--- config.mk ---
export PLATFORM = sky130hd
export DESIGN_NAME = sdram_port_arbiter
export DESIGN_NICKNAME = d
export VERILOG_FILES = /design/src/rtl/sdram_port_arbiter.sv
export SDC_FILE = /design/constraint.sdc
export NUM_CORES = 1
export LEC_CHECK = 0
export BUFFER_PORTS_ARGS = -buffer_cell sky130_fd_sc_hd__buf_2
export CORE_AREA = 2 2 112 114
export CTS_BUF_LIST = sky130_fd_sc_hd__clkbuf_2 sky130_fd_sc_hd__clkbuf_4 sky130_fd_sc_hd__clkbuf_8
export DETAILED_ROUTE_END_ITERATION = 10
export DIE_AREA = 0 0 114 116
export GPL_ROUTABILITY_DRIVEN = 1
export RECOVER_POWER = 25
export SLEW_MARGIN = 0
export SYNTH_ARGS = -nofsm -noshare
export SYNTH_HDL_FRONTEND = slang
export SYNTH_SLANG_ARGS = --single-unit
--- constraint.sdc ---
create_clock -name clk_clk -period 2.1 [get_ports clk_clk]
set_input_delay 0.42 -clock clk_clk [delete_from_list [all_inputs] [get_ports clk_clk]]
set_output_delay 0.42 -clock clk_clk [all_outputs]
set_load 0.01 [all_outputs]
--- src/rtl/sdram_port_arbiter.sv ---
// Two-master round-robin arbiter in front of one SDRAM controller slave port.
// The granted master's command goes straight to the slave with no added latency.
// Read returns are routed back to their masters in issue order through an ID FIFO.
// Ports:
//   clk_clk, reset_reset                     clock, async active-high reset
//   m0_* / m1_*                              master command, waitrequest and read return
//   s_*                                      command to the controller, slave handshake and return
//   err_unexp_rdv                            sticky: read return seen with nothing outstanding
module sdram_port_arbiter #(
    parameter int unsigned ADDR_W   = 24,
    parameter int unsigned DATA_W   = 32,
    parameter int unsigned MAX_PEND = 4
) (
    input  logic                  clk_clk,
    input  logic                  reset_reset,
    input  logic [ADDR_W-1:0]     m0_address,
    input  logic                  m0_read,
    input  logic                  m0_write,
    input  logic [DATA_W-1:0]     m0_writedata,
    input  logic [DATA_W/8-1:0]   m0_byteenable,
    output logic                  m0_waitrequest,
    output logic [DATA_W-1:0]     m0_readdata,
    output logic                  m0_readdatavalid,
    input  logic [ADDR_W-1:0]     m1_address,
    input  logic                  m1_read,
    input  logic                  m1_write,
    input  logic [DATA_W-1:0]     m1_writedata,
    input  logic [DATA_W/8-1:0]   m1_byteenable,
    output logic                  m1_waitrequest,
    output logic [DATA_W-1:0]     m1_readdata,
    output logic                  m1_readdatavalid,
    output logic [ADDR_W-1:0]     s_address,
    output logic                  s_read,
    output logic                  s_write,
    output logic [DATA_W-1:0]     s_writedata,
    output logic [DATA_W/8-1:0]   s_byteenable,
    input  logic                  s_waitrequest,
    input  logic                  s_readdatavalid,
    input  logic [DATA_W-1:0]     s_readdata,
    output logic                  err_unexp_rdv
);

    localparam int unsigned PTR_W = (MAX_PEND > 1) ? $clog2(MAX_PEND) : 1;
    localparam int unsigned CNT_W = PTR_W + 1;

    typedef enum logic {IDLE, BUSY} state_t;

    state_t           state_q, state_d;
    logic             owner_q, owner_d;
    logic             last_grant_q, last_grant_d;
    logic [PTR_W-1:0] wr_ptr_q, rd_ptr_q;
    logic [CNT_W-1:0] count_q;
    logic             id_mem [MAX_PEND];

    logic grant_valid, winner, sel_read, sel_write, sel_req;
    logic blocked, accept, push, pop, head_id;

    // Arbitration, command forwarding and next state
    always_comb begin
        state_d        = IDLE;
        owner_d        = owner_q;
        last_grant_d   = last_grant_q;
        grant_valid    = 1'b0;
        winner         = 1'b0;
        s_address      = m0_address;
        s_writedata    = m0_writedata;
        s_byteenable   = m0_byteenable;
        m0_waitrequest = 1'b1;
        m1_waitrequest = 1'b1;

        // A stalled command keeps its owner; otherwise ties go to the master not served last
        if (state_q == BUSY) begin
            grant_valid = 1'b1;
            winner      = owner_q;
        end else if ((m0_read | m0_write) && (m1_read | m1_write)) begin
            grant_valid = 1'b1;
            winner      = ~last_grant_q;
        end else if (m0_read | m0_write) begin
            grant_valid = 1'b1;
            winner      = 1'b0;
        end else if (m1_read | m1_write) begin
            grant_valid = 1'b1;
            winner      = 1'b1;
        end

        sel_read  = winner ? m1_read  : m0_read;
        sel_write = winner ? m1_write : m0_write;
        sel_req   = grant_valid & (sel_read | sel_write);

        // Read-and-write together counts as a read; reads stall while the ID FIFO is full
        blocked = sel_read & (count_q == CNT_W'(MAX_PEND));
        s_read  = sel_req & sel_read & ~blocked;
        s_write = sel_req & sel_write & ~sel_read;
        accept  = sel_req & ~s_waitrequest & ~blocked;

        if (winner) begin
            s_address    = m1_address;
            s_writedata  = m1_writedata;
            s_byteenable = m1_byteenable;
        end

        if (grant_valid && !winner) m0_waitrequest = s_waitrequest | blocked;
        if (grant_valid &&  winner) m1_waitrequest = s_waitrequest | blocked;

        if (sel_req) begin
            if (accept) begin
                last_grant_d = winner;
            end else begin
                state_d = BUSY;
                owner_d = winner;
            end
        end
    end

    // Read return routing: the FIFO head names the master that issued the oldest read
    assign push             = accept & sel_read;
    assign pop              = s_readdatavalid & (count_q != '0);
    assign head_id          = id_mem[rd_ptr_q];
    assign m0_readdatavalid = pop & ~head_id;
    assign m1_readdatavalid = pop &  head_id;
    assign m0_readdata      = s_readdata;
    assign m1_readdata      = s_readdata;

    // Arbiter state, FIFO pointers and error flag
    always_ff @(posedge clk_clk or posedge reset_reset) begin
        if (reset_reset) begin
            state_q       <= IDLE;
            owner_q       <= 1'b0;
            last_grant_q  <= 1'b1;
            wr_ptr_q      <= '0;
            rd_ptr_q      <= '0;
            count_q       <= '0;
            err_unexp_rdv <= 1'b0;
        end else begin
            state_q      <= state_d;
            owner_q      <= owner_d;
            last_grant_q <= last_grant_d;
            if (push) wr_ptr_q <= wr_ptr_q + PTR_W'(1);
            if (pop)  rd_ptr_q <= rd_ptr_q + PTR_W'(1);
            case ({push, pop})
                2'b10:   count_q <= count_q + CNT_W'(1);
                2'b01:   count_q <= count_q - CNT_W'(1);
                default: count_q <= count_q;
            endcase
            if (s_readdatavalid && (count_q == '0)) err_unexp_rdv <= 1'b1;
        end
    end

    // ID storage needs no reset: entries are only read behind the write pointer
    always_ff @(posedge clk_clk) begin
        if (push) id_mem[wr_ptr_q] <= winner;
    end

endmodule

== After elaboration in Yosys (flattened, before gate mapping) ==
Memories as Yosys holds them, arrays and structs flattened.
Index checks and enable logic that the tools add are counted.
Storage, ports and cells
  input port bits: 160
  bits in writable memories: 4
  register bits after elaboration: 11
  memories kept: 1
  output and inout bits: 131
  word-level logic and storage cells: 66
Memory list
  id_mem: words 4, width 1, rd ports 1, clocked after memory_dff 0, wr ports 1, line 53  | logic id_mem [MAX_PEND];
Operators by class
  reduce and logical (&&, ||, !) cells: 10
  multiplexer cells: 19
  equal/unequal tests: 3
  bitwise operators: 22
  add/sub/neg operators: 4
Operators with widths (count)
  $mux 32: 1
  $mux 24: 1
  $mux 1: 15
  $and 1x1->1: 12
  $not 1->1: 6
  $pmux 3 s2: 1
  $add 2x1->2 const B: 2
  $logic_and 1x1->1: 4
  $mux 4: 1
  $or 1x1->1: 4
  $reduce_and 2->1: 2
  $add 3x1->3 const B: 1
  $eq 3x3->1 const B: 1
  $logic_not 3->1: 1
  $reduce_bool 3->1: 1
  $sub 3x1->3 const B: 1
  $eq 2x1->1 const B: 1
  $eq 2x2->1 const B: 1
  $reduce_bool 2->1: 1
  $logic_not 1->1: 1

== Logic depth before layout (Yosys ltp) ==
Gate-level depths: netlist of the first run.
  depth after elaboration: 13
  gate-level depth with buffers: 11

== Worst setup path before layout of the first run ==
No wires, ideal clock.
  path kind: in2reg
  start: in m0_write
  end: reg count_q[2]
  arrival time: 2070 ps
  stages: 10
  setup time: 125 ps
  path slack: -95 ps
  path through: and2_4 > o311a_4 > a211oi_4 > inv_1 > ha_1 > inv_1 > fa_1 > xor2_1 > nor2_1 > xor2_1
Between the ends
  cells in the longest elaborated chain, start to end: 12
  elaborated cells between the ends (all ways): 21
RTL lines
  from (decl): line 18  | input logic m0_write,
  $or 1x1->1: line 75, 78
  $mux 1 or $logic_and 1x1->1 (tied branches): line 78, 75
  $mux 1: line 75  | end else if ((m0_read | m0_write) && (m1_read | m1_write)) begin
  $mux 1: line 72  | if (state_q == BUSY) begin
  $mux 1, on equally long branches: line 86, 87
  $or 1x1->1: line 88  | sel_req = grant_valid & (sel_read | sel_write);
  $and 1x1->1: line 88
  $and 1x1->1 (2 in a row): line 94  | accept = sel_req & ~s_waitrequest & ~blocked;
  $and 1x1->1 *: line 116  | assign push = accept & sel_read;
  $eq 2x1->1 or $eq 2x2->1 (tied branches): line 140  | case ({push, pop})
  $pmux 3 s2 or $reduce_bool 2->1 (tied branches)
  to (signal assigned): line 141  | 2'b10: count_q <= count_q + CNT_W'(1);
  to (signal assigned): line 142  | 2'b01: count_q <= count_q - CNT_W'(1);
  to (signal assigned): line 143  | default: count_q <= count_q;
  to (decl): line 52  | logic [CNT_W-1:0] count_q;
Mark *: on every way between the ends. The rest lies on a longest branch, timed or not.
A chain may end at the register's enable or synchronous reset.

== Final worst setup path of the first run ==
  start: reg last_grant_q
  end: out s_writedata[12]
Between the ends
  cells in the longest elaborated chain, start to end: 4
RTL lines
  from (decl): line 50  | logic last_grant_q, last_grant_d;
  from (signal assigned): line 137  | last_grant_q <= last_grant_d;
  $not 1->1: line 77  | winner = ~last_grant_q;
  $mux 1: line 75
  $mux 1: line 72
  $mux 32: line 96  | if (winner) begin
  to (decl): line 35  | output logic [DATA_W-1:0] s_writedata,
Every way passes these cells.

==> results.sh, run 1 <==
export IMPL_outcome="finished, violations left"
export IMPL_violations="negative setup slack"
export IMPL_cts_htree_levels=1
export IMPL_timing_setup_critical_path_class="reg -> out"
export IMPL_min_period_over_period=1.13
export IMPL_number_of_nets_in_the_layout=560
export IMPL_report_final_hold_viol_count=0
export IMPL_max_cap_viol_count=0
export IMPL_die_area_mm2=0.0132
export IMPL_period_minus_slack_ps=2370
export IMPL_routed_wl_mm=8.55
export IMPL_design_power_total_w=0.00601
export IMPL_grt_pass1_vias=2251
export IMPL_ys_ff_latch=15
export IMPL_drt_first_iter_violations=42
export IMPL_vias=2199
export IMPL_grt_use_total=0.116
export IMPL_r2r_worst_path_cells=11
export IMPL_crit_required_ps=1680
export IMPL_drv_slew=0
export IMPL_cpPeakStageDelay_ps=550
export IMPL_final_setup_skew_ps=2.19
export IMPL_worst_skew_pair_late_latency_ps=240
export IMPL_mostFrequentLayoutCell="sky130_fd_sc_hd__buf_2"
export IMPL_maximum_number_of_pins_on_one_net_before_global_route_repair=12
export IMPL_final_layout_size_suffix_gt1_frac=0.850
export IMPL_clk_pin_slew_ps=60
export IMPL_cp_arrival_ps=1950
export IMPL_worst_case_vdd_ir_drop_v=0.000462
export IMPL_placement_cell_area_mm2=0.00314
export IMPL_crit_slowest_cell="sky130_fd_sc_hd__dfstp_2"
export IMPL_grt_first_pass_wirelength_mm=11.8
export IMPL_floorplan_die_width_um=114
export IMPL_worst_hold_path_class="in -> async"
export IMPL_report_final_setup_viol=66
export IMPL_tightest_slew_ps=491
export IMPL_critical_path_cell_chain="buf_6, o21a_4, o21ai_4, buf_12, buf_12, clkbuf_16, mux2_4, buf_6"
export IMPL_tritoncts="yes"
export IMPL_placement_io_buffers=194
export IMPL_layout_common_cells="sky130_fd_sc_hd__buf_2 (131), sky130_fd_sc_hd__buf_6 (70), sky130_fd_sc_hd__mux2_4 (61), sky130_fd_sc_hd__buf_4 (26), sky130_fd_sc_hd__dfrtp_1 (9)"
export IMPL_drt_drc_violations_left=0
export IMPL_synth_warnings=0
export IMPL_post_synth_inst_count=219
export IMPL_antenna_diode_count=0
export IMPL_route_antenna_remaining_nets=0
export IMPL_avgSynthCellArea_um2=11.0
export IMPL_critical_path_peak_fanout=4
export IMPL_core_area_mm2=0.0119
export IMPL_post_route_worst_setup_slack_ps=-274
export IMPL_detail_route_wl_per_cell_um=15.8
export IMPL_grt_setup_unrepaired="true"
export IMPL_synth_lib_cells_used_distinct=43
export IMPL_gp_routability_congestion=0.792
export IMPL_initial_core_util=0.202
export IMPL_leakage_nw=2.15
export IMPL_layout_fillers=1167
export IMPL_setup_worst_path_start_class="flop"
export IMPL_ctsLongestPathBuffers=2
export IMPL_synth_enable_flop_cells=4
export IMPL_tritoncts_num_buffers=3
export IMPL_area_growth_from_synthesis_to_layout_pct=73.8
export IMPL_detail_route_first_pass_iterations=4
export IMPL_worst_slew_margin_rel=0.672
export IMPL_floorplan_io_pins=291
export IMPL_cts_sinks=15
export IMPL_finalInstanceArea_mm2=0.00418
export IMPL_netlist_area_mm2=0.00240
export IMPL_antenna_found_initial=0
export IMPL_async_reset_ff_frac=0.733
export IMPL_ctsRootBufferMaster="sky130_fd_sc_hd__clkbuf_8"
export IMPL_place_detailed_hpwl_mm=6.37
export IMPL_post_drt_via_cell_ratio=4.07
export IMPL_crit_path_end_kind="primary output"
export IMPL_floorplan_die_height_um=116
export IMPL_globalRouteOverflowTotal=0
export IMPL_ys_seq_area_frac=0.165
export IMPL_std_cell_rows=40
export IMPL_power_per_cell_area_mw_per_mm2=1440
export IMPL_synth_net_count=385
export IMPL_synth_main_ff_cell="sky130_fd_sc_hd__dfrtp_1"
export IMPL_max_freq_mhz=421
-- worst paths after layout --
kind	from	endpoint	slack, ps
max	last_grant_q$_DFFE_PP1P_	s_writedata[12]	-270
min	reset_reset	err_unexp_rdv$_DFFE_PP0P_	180
max reg2reg	state_q$_DFF_PP0_	count_q[2]$_DFFE_PP0P_	-210
min reg2reg	err_unexp_rdv$_DFFE_PP0P_	err_unexp_rdv$_DFFE_PP0P_	450
max in group asynchronous	reset_reset	state_q$_DFF_PP0_	1560
min in group clk_clk	s_readdatavalid	err_unexp_rdv$_DFFE_PP0P_	390
-- cells in the mapped netlist, types with 2 or more instances --
library cell,number,area (um^2)
sky130_fd_sc_hd__inv_1,9,33.8
sky130_fd_sc_hd__nand2_1,6,22.5
sky130_fd_sc_hd__and2_1,5,31.3
sky130_fd_sc_hd__nand2b_1,2,12.5
sky130_fd_sc_hd__o21a_1,2,15.0
sky130_fd_sc_hd__nor2_1,4,15.0
sky130_fd_sc_hd__ha_1,5,62.6
sky130_fd_sc_hd__nor3_1,4,20.0
sky130_fd_sc_hd__buf_8,6,90.1
sky130_fd_sc_hd__a2bb2oi_1,2,17.5
sky130_fd_sc_hd__mux2_2,11,124
sky130_fd_sc_hd__dfrtp_1,10,250
sky130_fd_sc_hd__a21oi_1,2,10.0
sky130_fd_sc_hd__buf_4,64,480
sky130_fd_sc_hd__xor2_1,2,17.5
sky130_fd_sc_hd__mux2_4,51,766
sky130_fd_sc_hd__nor2b_1,2,12.5
sky130_fd_sc_hd__edfxtp_1,4,120
sky130_fd_sc_hd__xnor2_1,4,35.0
-- state kept, by name, indices dropped and copies added (netlist names) --
register,count
wr_ptr_q,2
owner_q,1
last_grant_q,1
count_q,3
err_unexp_rdv,1
state_q,1
id_mem,4
rd_ptr_q,2
-- report_power, final --
group / internal, W / leakage (nW) / switching, W
Sequential: 0.000454 / 0.161 / 0.000123
Clock: 0.000131 / 0.0255 / 0.000102
Combinational: 0.00330 / 1.97 / 0.00190
Total: 0.00389 / 2.15 / 0.00213
-- area by class of cell --
cell class | instances | area (um^2) | area share
Timing Repair Buffer | 241 | 1980 | 0.474
Clock inverter | 1 | 5.00 | 0.00120
Inverter | 10 | 37.5 | 0.00899
Multi-Input combinational cell | 123 | 1530 | 0.366
Sequential cell | 15 | 398 | 0.0953
Clock buffer | 3 | 41.3 | 0.00989
Tap cell | 147 | 184 | 0.0441
-- repair_timing --
item,CTS,global route
resized for setup,104,17
cloned,7,1
endpoints found under the hold margin,0,0
hold buffers,0,0
pin swaps,9,6
endpoints found under the setup margin,66,66
buffers inserted,17,6
-- per-stage QoR --
step                TNS (ps)  hold slack, ps  cells  setup WS, ps   util
floorplan              -28.6             272    219         -27.4      -
finish                -15470             183    540          -274  0.351
detailed placement     -7850             439    507          -172  0.263
global placement       -6500             433    507          -149  0.263
global route          -19160             217    540          -327  0.351
CTS                   -17040             191    535          -317  0.341
-- cell families after synthesis --
group / synth area share
buf+inv: 0.258
mux: 0.384
simple gates: 0.0677
compound gates: 0.0693
flops: 0.165
xor+xnor: 0.0219
fa+ha+maj: 0.0344
-- worst max-delay path, delay by kind of cell (launching register included) --
kind	cells	cell delay [ps]
muxes	1	310
buffers and inverters	5	640
DFF	1	550
AOI/OAI and AO/OA	2	200
-- routing by layer --
metal	share of wire	up-vias	track usage
met1	0.36	992	0.130
met4	0.0055	0	0.0138
li1	-	1038	-
met3	0.13	6	0.0596
met2	0.51	163	0.202
met5	0	-	0
Note: power is estimated with default switching activity, not from simulation.
==> inputs of run 2 (changes only) <==
Settings changed: CORE_AREA 2 2 112 114 to 2 2 113 115, DIE_AREA 0 0 114 116 to 0 0 115 117.
Clock period 2.1 ns to 2.4 ns, I/O delays scaled along.
==> results.sh, run 2 (same netlist as run 1, synthesis figures left out) <==
export IMPL_tightest_slew_ps=472
export IMPL_worst_hold_path_class="in -> async"
export IMPL_globalRouteOverflowTotal=0
export IMPL_leakage_nw=1.80
export IMPL_maximum_number_of_pins_on_one_net_before_global_route_repair=20
export IMPL_drt_first_iter_violations=76
export IMPL_grt_setup_unrepaired="true"
export IMPL_detail_route_wl_per_cell_um=15.1
export IMPL_timing_setup_critical_path_class="reg -> out"
export IMPL_cts_htree_levels=1
export IMPL_registers_top_by_ff_count="id_mem"
export IMPL_std_cell_rows=41
export IMPL_flip_flop_count_of_the_largest_register_after_layout=4
export IMPL_power_share_clock=0.055
export IMPL_swShare=0.390
export IMPL_max_freq_mhz=425
export IMPL_largest_registers="id_mem x4, count_q x3"
export IMPL_die_area_mm2=0.0135
export IMPL_place_detailed_hpwl_mm=6.20
export IMPL_cts_sinks=15
export IMPL_ctsRootBufferMaster="sky130_fd_sc_hd__clkbuf_8"
export IMPL_dpl_worst_slack_ps=12.9
export IMPL_grt_use_total=0.0934
export IMPL_critical_path_peak_fanout=9
export IMPL_multiInputGateArea_mm2=0.00141
export IMPL_drt_drc_violations_left=0
export IMPL_number_of_nets_in_the_layout=526
export IMPL_outcome="finished, final reports clean"
export IMPL_placed_cells=498
export IMPL_antenna_diode_count=0
export IMPL_setup_worst_path_start_class="flop"
export IMPL_mostFrequentLayoutCell="sky130_fd_sc_hd__buf_2"
export IMPL_worst_case_vdd_ir_drop_v=0.000416
export IMPL_switching_power_w=0.00154
export IMPL_critical_path_cell_chain="or2_4, o21ai_4, buf_12, clkbuf_16, mux2_2, buf_2"
export IMPL_crit_slowest_cell="sky130_fd_sc_hd__dfrtp_2"
export IMPL_vias=2071
export IMPL_floorplan_die_height_um=117
export IMPL_initial_core_util=0.195
export IMPL_seq_pwr_share=0.127
export IMPL_max_cap_viol_count=0
export IMPL_layout_fillers=1304
export IMPL_ctsLongestPathBuffers=2
export IMPL_core_area_mm2=0.0123
export IMPL_placement_io_buffers=194
export IMPL_crit_path_end_kind="primary output"
export IMPL_clk_pin_slew_ps=60
export IMPL_routed_wl_mm=7.69
export IMPL_final_setup_skew_ps=1.94
export IMPL_post_route_worst_setup_slack_ps=46.4
export IMPL_gp_routability_congestion=0.733
export IMPL_timing_hold_ws_ps=235
export IMPL_portion_of_total_power_attributed_to_combinational_logic=0.818
export IMPL_seqCellArea_um2=398
export IMPL_cpPeakStageDelay_ps=410
export IMPL_crit_required_ps=1920
export IMPL_tritoncts="yes"
export IMPL_drv_slew=0
export IMPL_cellInternalPower_w=0.00241
export IMPL_worst_skew_pair_late_latency_ps=250
export IMPL_post_drt_via_cell_ratio=4.07
export IMPL_tritoncts_num_buffers=3
export IMPL_antenna_found_initial=0
export IMPL_report_final_setup_viol=0
export IMPL_min_period_over_period=0.981
export IMPL_worst_slew_margin_rel=0.685
export IMPL_period_minus_slack_ps=2350
export IMPL_final_layout_size_suffix_gt1_frac=0.802
export IMPL_area_growth_from_synthesis_to_layout_pct=42.0
export IMPL_power_per_cell_area_mw_per_mm2=1160
export IMPL_detail_route_first_pass_iterations=4
export IMPL_cp_arrival_ps=1870
export IMPL_layout_common_cells="sky130_fd_sc_hd__buf_2 (169), sky130_fd_sc_hd__mux2_4 (51), sky130_fd_sc_hd__buf_6 (23), sky130_fd_sc_hd__mux2_2 (11)"
export IMPL_floorplan_io_pins=291
export IMPL_grt_first_pass_wirelength_mm=9.76
export IMPL_grt_pass1_vias=1899
export IMPL_route_antenna_remaining_nets=0
export IMPL_layout_cells_non_filler=509
export IMPL_floorplan_die_width_um=115
export IMPL_report_final_hold_viol_count=0
==> run 2: cell count changes in the layout (fill, tap and decap cells not counted), moves of 2 or more <==
cell | previous run | this run
sky130_fd_sc_hd__mux2_4 | 61 | 51
sky130_fd_sc_hd__mux2_2 | 1 | 11
sky130_fd_sc_hd__buf_2 | 131 | 169
sky130_fd_sc_hd__buf_16 | 8 | 2
sky130_fd_sc_hd__buf_4 | 26 | 9
sky130_fd_sc_hd__buf_6 | 70 | 23
sky130_fd_sc_hd__buf_12 | 4 | 2
==> run 2: critical path, delay by kind of cell, from the launching register on <==
family | cells | cell delay [ps]
buffers and inverters | 3 | 470
AND/OR/NAND/NOR | 1 | 250
flip-flops | 1 | 410
AO/OA/AOI/OAI | 1 | 170
multiplexers | 1 | 330
==> run 2: layer usage <==
layer | GRT usage | vias up | share of wire
li1 | - | 966 | -
met1 | 0.106 | 927 | 0.34
met2 | 0.157 | 174 | 0.50
met3 | 0.0536 | 4 | 0.15
met4 | 0.0145 | 0 | 0.0035
met5 | 0 | - | 0
==> run 2: final timing paths <==
check / start / endpoint / slack (ps) / cells after the start
max in group asynchronous: reset_reset / state_q$_DFF_PP0_ / 1820 / 2
worst min-delay path: reset_reset / err_unexp_rdv$_DFFE_PP0P_ / 240 / 2
worst min register to register: err_unexp_rdv$_DFFE_PP0P_ / err_unexp_rdv$_DFFE_PP0P_ / 450 / 1
worst max-delay path: state_q$_DFF_PP0_ / s_writedata[29] / 50 / 6
worst max register to register: last_grant_q$_DFFE_PP1P_ / count_q[2]$_DFFE_PP0P_ / 100 / 10
min in group clk_clk: s_readdatavalid / err_unexp_rdv$_DFFE_PP0P_ / 450 / 2
==> run 2: power groups by stage <==
stage / registers (W) / logic (W) / clock network [W]
global placement: 0.000511 / 0.00261 / 0
global route: 0.000518 / 0.00348 / 0.000234
finish: 0.000501 / 0.00323 / 0.000218
CTS: 0.000502 / 0.00300 / 0.000221
floorplan: 0.000481 / 0.00212 / 0
detailed placement: 0.000518 / 0.00267 / 0
==> run 2: through the flow <==
stage          cell area, um^2   util  power [W]  TNS (ps)
2_1_floorplan             2400      -    0.00260         0
3_3_place_gp              3050  0.248    0.00312         0
3_5_place_dp              3050  0.248    0.00319         0
4_1_cts                   3220  0.262    0.00372      -325
5_1_grt                   3410  0.277    0.00423      -663
6_report                  3410  0.277    0.00395         0
==> run 2: what timing repair did <==
item | in CTS | in global routing
pin swaps | 2 | 3
endpoints found under the setup margin | 61 | 64
resized for setup | 8 | 24
cloned | 2 | 1
hold buffers | 0 | 0
setup buffers | 3 | 1
endpoints found under the hold margin | 0 | 0
==> run 2: area by class of cell <==
cell class                      instances  share of cell area
Clock buffer                            4              0.0143
Timing Repair Buffer                  207               0.388
Tap cell                              150              0.0550
Multi-Input combinational cell        123               0.415
Inverter                               10              0.0110
Sequential cell                        15               0.117
==> inputs of run 3 (changes only) <==
--- a/config.mk
+++ b/config.mk
@@ -14,3 +14,3 @@
 export RECOVER_POWER = 25
-export SLEW_MARGIN = 0
+export SLEW_MARGIN = 20
 export SYNTH_ARGS = -nofsm -noshare
--- a/constraint.sdc
+++ b/constraint.sdc
@@ -3,2 +3,2 @@
 set_output_delay 0.48 -clock clk_clk [all_outputs]
-set_load 0.01 [all_outputs]
+set_load 0.02 [all_outputs]
==> results.sh, run 3 (same netlist as run 1, synthesis figures left out) <==
export IMPL_placement_io_buffers=194
export IMPL_place_detailed_hpwl_mm=6.16
export IMPL_outcome="finished, final reports clean"
export IMPL_report_final_hold_viol_count=0
export IMPL_crit_required_ps=1920
export IMPL_worst_path_most_repeated_cell="sky130_fd_sc_hd__buf_6"
export IMPL_max_freq_mhz=417
export IMPL_period_minus_slack_ps=2400
export IMPL_crit_slowest_cell="sky130_fd_sc_hd__mux2_4"
export IMPL_core_area_mm2=0.0123
export IMPL_cts_hold_fix_buffers=0
export IMPL_final_layout_size_suffix_gt1_frac=0.799
export IMPL_layout_common_cells="sky130_fd_sc_hd__buf_2 (144), sky130_fd_sc_hd__mux2_4 (59), sky130_fd_sc_hd__buf_6 (52), sky130_fd_sc_hd__buf_4 (10)"
export IMPL_die_area_mm2=0.0135
export IMPL_layout_cells_non_filler=514
export IMPL_critical_path_cell_chain="buf_2, nor2_2, or2_4, o21ai_4, buf_6, clkbuf_16, mux2_4, buf_6"
export IMPL_floorplan_die_width_um=115
export IMPL_cpPeakStageDelay_ps=310
export IMPL_area_growth_from_synthesis_to_layout_pct=50.9
export IMPL_placed_cells=499
export IMPL_drv_slew=0
export IMPL_design_power_total_w=0.00462
export IMPL_globalRouteOverflowTotal=0
export IMPL_tritoncts="yes"
export IMPL_vias=2114
export IMPL_layout_fillers=1240
export IMPL_drt_first_iter_violations=34
export IMPL_detail_route_first_pass_iterations=4
export IMPL_grt_first_pass_wirelength_mm=9.47
export IMPL_min_period_over_period=0.999
export IMPL_routed_wl_mm=7.94
export IMPL_cts_sinks=15
export IMPL_leakage_nw=1.90
export IMPL_cp_arrival_ps=1920
export IMPL_drt_drc_violations_left=0
export IMPL_worst_case_vdd_ir_drop_v=0.000484
export IMPL_number_of_nets_in_the_layout=531
export IMPL_maximum_number_of_pins_on_one_net_before_global_route_repair=28
export IMPL_worstPathBufferInverterCount=4
export IMPL_std_cell_rows=41
export IMPL_worst_slew_margin_rel=0.711
export IMPL_ctsRootBufferMaster="sky130_fd_sc_hd__clkbuf_8"
export IMPL_tightest_slew_ps=433
export IMPL_setup_worst_path_start_class="primary input"
export IMPL_gp_routability_congestion=0.745
export IMPL_post_route_worst_setup_slack_ps=2.20
export IMPL_mostFrequentLayoutCell="sky130_fd_sc_hd__buf_2"
export IMPL_worst_skew_pair_late_latency_ps=250
export IMPL_final_setup_skew_ps=3.21
export IMPL_tritoncts_num_buffers=3
export IMPL_initial_core_util=0.195
export IMPL_dpl_worst_slack_ps=-10.9
export IMPL_tns_ps=0
export IMPL_critical_path_peak_fanout=5
export IMPL_post_drt_via_cell_ratio=4.11
export IMPL_power_per_cell_area_mw_per_mm2=1280
export IMPL_report_final_setup_viol=0
export IMPL_max_cap_viol_count=0
export IMPL_grt_use_total=0.0914
export IMPL_clk_pin_slew_ps=60
export IMPL_floorplan_die_height_um=117
export IMPL_grt_setup_unrepaired="true"
export IMPL_antenna_found_initial=0
export IMPL_crit_path_end_kind="primary output"
export IMPL_floorplan_io_pins=291
export IMPL_cts_htree_levels=1
export IMPL_grt_pass1_vias=1939
export IMPL_ctsLongestPathBuffers=2
export IMPL_registers_top_by_ff_count="id_mem"
export IMPL_timing_setup_critical_path_class="in -> out"
export IMPL_worst_hold_path_class="in -> async"
export IMPL_route_antenna_remaining_nets=0
export IMPL_largest_registers="id_mem x4, count_q x3"
export IMPL_flip_flop_count_of_the_largest_register_after_layout=4
export IMPL_antenna_diode_count=0
export IMPL_critical_path_top_delay_family="buffers and inverters"
export IMPL_detail_route_wl_per_cell_um=15.4
run 3: metrics by stage:
stage | utilization | cell area [um^2] | hold WS (ps)
floorplan | - | 2400 | 332
global placement | 0.248 | 3060 | 432
detailed placement | 0.248 | 3060 | 447
CTS | 0.259 | 3190 | 234
global route | 0.294 | 3620 | 261
finish | 0.294 | 3620 | 221
run 3: path summary, 6_finish.rpt:
kind	from	to	slack, ps	cells past startpoint
worst max-delay path	m1_read	s_writedata[2]	2	8
worst min-delay path	reset_reset	wr_ptr_q[1]$_DFFE_PP0P_	220	2
worst max register to register	state_q$_DFF_PP0_	count_q[2]$_DFFE_PP0P_	100	10
worst min register to register	err_unexp_rdv$_DFFE_PP0P_	err_unexp_rdv$_DFFE_PP0P_	450	1
max in group asynchronous	reset_reset	last_grant_q$_DFFE_PP1P_	1850	2
min in group clk_clk	s_readdatavalid	err_unexp_rdv$_DFFE_PP0P_	450	2
run 3: routing by layer:
layer,routed length (um),part of all wire,track usage
met1,2730,0.34,0.102
met2,3960,0.50,0.151
met3,1200,0.15,0.0536
met4,48,0.0060,0.0193
met5,0,0,0
run 3: layout make-up:
type / instances / area, um^2 / share of cell area
Tap cell: 150 / 188 / 0.0518
Inverter: 10 / 37.5 / 0.0104
Clock buffer: 3 / 41.3 / 0.0114
Sequential cell: 15 / 398 / 0.110
Clock inverter: 1 / 5.00 / 0.00138
Timing Repair Buffer: 212 / 1520 / 0.420
Multi-Input combinational cell: 123 / 1430 / 0.395
run 3: worst reg2reg max path: stages (launching register included):
cell	delay, ps
sky130_fd_sc_hd__dfrtp_2	430
sky130_fd_sc_hd__buf_4	160
sky130_fd_sc_hd__o311a_4	420
sky130_fd_sc_hd__a211oi_4	270
sky130_fd_sc_hd__inv_1	70
sky130_fd_sc_hd__ha_1	220
sky130_fd_sc_hd__inv_1	80
sky130_fd_sc_hd__fa_1	180
sky130_fd_sc_hd__xor2_1	150
sky130_fd_sc_hd__nor2_1	70
sky130_fd_sc_hd__xor2_1	140
run 3: report_power, final:
part / internal, W / switching [W]
combinational: 0.00215 / 0.00177
clock: 0.000115 / 0.0000865
sequential: 0.000398 / 0.000108
run 3: timing repair:
item,in CTS,in global routing
setup endpoints to repair,61,61
pin swaps,1,3
gates resized for setup,6,111
buffers inserted,5,1
gates cloned,1,4
